==> src/rtl/s2p_pkg.sv <==
// Shared types and constants for the serial-to-parallel deserializer.
package s2p_pkg;

  // Receive-side state: idle (counter at zero) or holding a partial word.
  typedef enum logic {
    S2P_IDLE  = 1'b0,
    S2P_SHIFT = 1'b1
  } rx_state_e;

  localparam int unsigned S2P_DEFAULT_WIDTH = 4;

  // Bit-counter width able to hold 0..w-1 (at least one bit).
  function automatic int unsigned s2p_cnt_width(input int unsigned w);
    return (w <= 2) ? 1 : $clog2(w);
  endfunction

endpackage

==> src/rtl/s2p_shifter.sv <==
// Shift register plus bit counter. Raises done_o combinationally in the
// cycle that samples the last bit of a word, with word_o carrying the
// completed word, so the parent can register it on that same edge.
module s2p_shifter
  import s2p_pkg::*;
#(
  parameter int unsigned WIDTH     = S2P_DEFAULT_WIDTH,
  parameter int unsigned MSB_FIRST = 1
) (
  input  logic             clk,
  input  logic             reset_n,
  input  logic             serial_i,
  input  logic             valid_i,
  output logic [WIDTH-1:0] word_o,
  output logic             done_o,
  output logic             busy_o
);

  localparam int unsigned CW = s2p_cnt_width(WIDTH);
  localparam logic [CW-1:0] LAST = CW'(WIDTH - 1);

  rx_state_e        state_q, state_d;
  logic [CW-1:0]    cnt_q, cnt_d;
  logic [WIDTH-1:0] shift_q, shift_d;
  logic [WIDTH-1:0] shift_in;

  // Bit order: MSB-first shifts left so the first bit ends in the top bit;
  // LSB-first shifts right so the first bit ends in bit 0.
  generate
    if (MSB_FIRST != 0) begin : g_msb_first
      assign shift_in = {shift_q[WIDTH-2:0], serial_i};
    end else begin : g_lsb_first
      assign shift_in = {serial_i, shift_q[WIDTH-1:1]};
    end
  endgenerate

  // Next-state: shift and count only on valid cycles; wrap on the last bit.
  always_comb begin
    state_d = state_q;
    cnt_d   = cnt_q;
    shift_d = shift_q;
    done_o  = 1'b0;
    if (valid_i) begin
      shift_d = shift_in;
      if (cnt_q == LAST) begin
        cnt_d   = '0;
        done_o  = 1'b1;
        state_d = S2P_IDLE;
      end else begin
        cnt_d   = cnt_q + CW'(1);
        state_d = S2P_SHIFT;
      end
    end
  end

  // State, counter and shifter registers; reset drops any partial word.
  always_ff @(posedge clk or negedge reset_n) begin
    if (!reset_n) begin
      state_q <= S2P_IDLE;
      cnt_q   <= '0;
      shift_q <= '0;
    end else begin
      state_q <= state_d;
      cnt_q   <= cnt_d;
      shift_q <= shift_d;
    end
  end

  // SHIFT is entered exactly when the counter leaves zero, so it doubles
  // as the partial-word indication.
  assign word_o = shift_in;
  assign busy_o = (state_q == S2P_SHIFT);

endmodule

==> src/rtl/serial_to_parallel.sv <==
// Serial-to-parallel deserializer with a valid/ready output register.
// A word completing while the previous one is still unconsumed is dropped
// and flagged on the sticky overrun_o.
module serial_to_parallel
  import s2p_pkg::*;
#(
  parameter int unsigned WIDTH     = S2P_DEFAULT_WIDTH,
  parameter int unsigned MSB_FIRST = 1
) (
  input  logic             clk,
  input  logic             reset_n,
  input  logic             serial_i,
  input  logic             valid_i,
  input  logic             ready_i,
  output logic [WIDTH-1:0] parallel_o,
  output logic             valid_o,
  output logic             busy_o,
  output logic             overrun_o
);

  logic [WIDTH-1:0] word;
  logic             done;
  logic [WIDTH-1:0] par_q, par_d;
  logic             valid_q, valid_d;
  logic             ovr_q, ovr_d;

  s2p_shifter #(
    .WIDTH    (WIDTH),
    .MSB_FIRST(MSB_FIRST)
  ) u_shifter (
    .clk     (clk),
    .reset_n (reset_n),
    .serial_i(serial_i),
    .valid_i (valid_i),
    .word_o  (word),
    .done_o  (done),
    .busy_o  (busy_o)
  );

  // Output register: consume on handshake, load on completion if the slot
  // is free or being freed this cycle, otherwise drop and flag overrun.
  // parallel_o is never cleared on consumption.
  always_comb begin
    par_d   = par_q;
    valid_d = valid_q;
    ovr_d   = ovr_q;
    if (valid_q && ready_i) begin
      valid_d = 1'b0;
    end
    if (done) begin
      if (!valid_q || ready_i) begin
        par_d   = word;
        valid_d = 1'b1;
      end else begin
        ovr_d = 1'b1;
      end
    end
  end

  // Output and overrun registers.
  always_ff @(posedge clk or negedge reset_n) begin
    if (!reset_n) begin
      par_q   <= '0;
      valid_q <= 1'b0;
      ovr_q   <= 1'b0;
    end else begin
      par_q   <= par_d;
      valid_q <= valid_d;
      ovr_q   <= ovr_d;
    end
  end

  assign parallel_o = par_q;
  assign valid_o    = valid_q;
  assign overrun_o  = ovr_q;

endmodule
==> config.mk <==
export PLATFORM = sky130hd
export DESIGN_NAME = serial_to_parallel
export DESIGN_NICKNAME = d
export VERILOG_FILES = /design/src/rtl/s2p_pkg.sv /design/src/rtl/s2p_shifter.sv /design/src/rtl/serial_to_parallel.sv
export SDC_FILE = /design/constraint.sdc
export NUM_CORES = 1
export LEC_CHECK = 0
export CORE_AREA = 8 8 45 47
export CTS_CLUSTER_SIZE = 16
export DETAILED_ROUTE_END_ITERATION = 16
export DIE_AREA = 0 0 53 55
export HOLD_SLACK_MARGIN = 0.03
export PLACE_DENSITY = 0.74
export SLEW_MARGIN = 20
export SYNTH_ARGS = -nofsm -noshare
export SYNTH_HDL_FRONTEND = slang
export SYNTH_HIERARCHICAL = 1
export SYNTH_SLANG_ARGS = --single-unit
==> constraint.sdc <==
create_clock -name clk -period 1.2 [get_ports clk]
set_input_delay 0.18 -clock clk [delete_from_list [all_inputs] [get_ports clk]]
set_output_delay 0.18 -clock clk [all_outputs]
set_load 0.005 [all_outputs]
==> impl_metrics.py <==
metrics = {
    "finish": {
        "layout.nets": 61,
        "diodes": 0,
        "area_delta_synth_final_pct": 36.36,
        "drive_above_1_share_pct": 43.40,
    },
    "cts": {
        "clock-sinks": 12,
        "cts_tree": "built",
        "hold_buffers": 0,
        "clk_pin_slew_ns": 0.07,
        "clock_tree.root_cell": "clkbuf_4",
        "clockBufferDepth": 2,
        "cts_buffers": 3,
        "clock_latency_ns": 0.26,
        "cts.htree.levels": 1,
    },
    "hold_path": {
        "hold_path_class": "in2async",
    },
    "drt": {
        "vias": 319,
        "drt_iter0_markers": 1,
        "viasPerCell": 4.623,
        "wl_um": 855,
        "ant_nets": 0,
        "drc": 0,
        "avgRoutedWirePerCell_um": 12.39,
        "drtPass1Iterations": 2,
    },
    "sta": {
        "final.min_clock_period_ns": 1.220,
        "worst_pin_slew_ns": 0.1449,
        "rsz0062_at_grt": "yes",
        "hold_violations": 0,
        "setup_tns_ns": -0.05828,
        "finalClockSkew_ns": 0.0003546,
        "max_slew_margin_pct": 90.24,
        "setup_slack_ns": -0.01963,
        "setup_viol": 4,
        "maxSlewViolCount": 0,
        "fmax_mhz": 819.9,
        "fin_crit_sh_pct": 101.6,
    },
    "setup_path": {
        "cp_slowest_stage_delay_ns": 0.39,
        "cpMaxStageDelayCell": "dfrtp_1",
        "required_ns": 1.35,
        "reg2reg_depth": 4,
        "crit_path_start_kind": "register",
        "worstPathArrival_ns": 1.37,
        "criticalPathCategory": "reg2reg",
        "cp_cell_sequence": "ha_2, and2_4, nand2_4, mux2_4",
        "endpoint_kind": "register",
        "reg2reg_slack_ns": -0.02,
        "crit_fanout": 4,
    },
    "die": {
        "die_w_um": 53,
        "dieArea_um2": 2915,
        "num_io_pins": 12,
        "fp.dieH_um": 55,
        "rows": 14,
        "core-area_um2": 1384,
        "start_util_pct": 37.79,
    },
    "synth": {
        "synth.top_cell.area_share_pct": 57.42,
        "ys_ff_latch": 12,
        "yosys-top-cells-area": "dfrtp_1 57%, mux2_4 23%, nand2b_4 2.6%, ha_1 2.4%, buf_6 2.2%",
        "synth_commonest_cells": "12 x dfrtp_1, 8 x mux2_4, 2 x inv_1",
        "synth-edff-count": 0,
        "yosysSeqAreaShare_pct": 57.42,
        "yosysMostFrequentCell": "dfrtp_1",
        "syn_area_um2": 523.0,
        "yosys_most_used_dff": "dfrtp_1",
        "yosysUniqueCellTypes": 14,
        "syn-num-nets": 39,
        "async_flop_share_pct": 100.0,
        "synth_top_cell_by_area": "dfrtp_1",
        "yosysWarnings": 6,
        "avgSynthCellArea_um2": 15.85,
        "netlist_instances": 33,
    },
    "run_status": {
        "status": "finished, violations left",
        "violations": "negative setup slack",
    },
    "pwr": {
        "design_power_total_mw": 1.453,
        "powerDensity_nw_per_um2": 2037,
        "p_leak_nw": 0.3690,
        "peakVddDrop_uv": 824.4,
    },
    "global_routing": {
        "track_usage_pct": 6.347,
        "antenna_found_initial": 0,
        "grt-ovfl-total": 0,
        "grt_max_degree": 13,
        "grt_pass1_vias": 292,
        "grt_pass1_wl_um": 1290,
    },
    "placement": {
        "gp_congestion": 0.6216,
        "portBuffers": 11,
    },
    "flow_run": {
        "timing.max_cap.violations": 0,
    },
}
==> per-stage QoR <==
step                      area (um2)  setup WS [ns]  util (%)  std cells  hold slack, ns
after floorplan                528.0       0.006805         -         33         -0.1156
after global placement         661.9        -0.1435     47.83         61          0.4621
after detailed placement       661.9        -0.1589     47.83         61          0.4713
after CTS                      705.7       -0.03092     50.99         68          0.2042
after global routing           713.2       -0.06325     51.54         69          0.2222
final                          713.2       -0.01963     51.54         69          0.2116
==> registers in the layout, summed over array words and instances (netlist names) <==
register and count:
u_shifter/shift_q 3, u_shifter/busy_o 1, u_shifter/cnt_q 2, valid_o 1
parallel_o 4, overrun_o 1
==> placed cells by master, fill, tap and decap left out <==
| master | synthesis | routed |
|---|---|---|
| mux2_4 | 8 | 8 |
| and2_4 | 0 | 1 |
| nand2b_1 | 1 | 1 |
| mux2i_1 | 1 | 1 |
| ha_2 | 0 | 1 |
| nand2_1 | 1 | 1 |
| dfrtp_1 | 12 | 12 |
| clkbuf_4 | 0 | 3 |
| clkdlybuf4s50_1 | 0 | 4 |
| o21ai_0 | 1 | 1 |
| nand2b_4 | 1 | 1 |
| inv_1 | 2 | 2 |
| nand2_4 | 1 | 1 |
| o21bai_1 | 1 | 1 |
| dlygate4sd2_1 | 0 | 7 |
| buf_4 | 1 | 8 |
==> where the power goes <==
part | internal, mW | leakage, nW | total (mW) | switching, mW
logic | 0.404 | 0.212 | 0.584 | 0.179
clock network | 0.116 | 0.0138 | 0.236 | 0.120
registers | 0.553 | 0.143 | 0.633 | 0.0803
total | 1.07 | 0.369 | 1.45 | 0.380
==> per-layer routing <==
metal / vias up / global-route usage (%) / part of all wire [%]
li1: 151 / - / -
met5: - / 0 / 0
met4: 0 / 3.879 / 1.6
met1: 156 / 6.719 / 40
met3: 2 / 3.743 / 10
met2: 10 / 9.570 / 48
==> kinds of logic after synthesis <==
family | share of synthesized area, %
AOI/OAI and AO/OA | 2.392
adders and majority gates | 2.392
buffers and inverters | 5.025
DFF | 57.42
muxes | 24.88
and+or+nand+nor | 7.895
==> worst max-delay path, delay by kind of cell (launching register included) <==
kind	cells	cell delay, ns
AND/OR/NAND/NOR	2	0.23
adder cells (fa/ha/maj)	1	0.19
multiplexers	1	0.30
flip-flops	1	0.39
==> cell type report <==
type                       instances  area, um2
clock buffer                       3      22.52
sequential                        12      300.3
inverter                           2      7.507
tap                               16      20.02
fill                             121      670.6
multi-input combinational         17      201.4
timing repair buffer              19      161.4
==> repair_timing <==
action	in CTS	in global routing
cloned	0	0
setup buffers	4	1
pin swaps	1	0
setup endpoints to repair	11	4
resized for setup	7	0
==> worst paths after layout <==
path                                            to          startpoint
worst max-delay path                 parallel_o[1]  u_shifter/cnt_q[0]
worst min-delay path                 parallel_o[1]             reset_n
worst max register to register       parallel_o[1]  u_shifter/cnt_q[0]
worst min register to register       parallel_o[2]       parallel_o[2]
max in group asynchronous       u_shifter/cnt_q[1]             reset_n
min in group clk                     parallel_o[2]       parallel_o[2]
(Power assumes the default switching activity.)
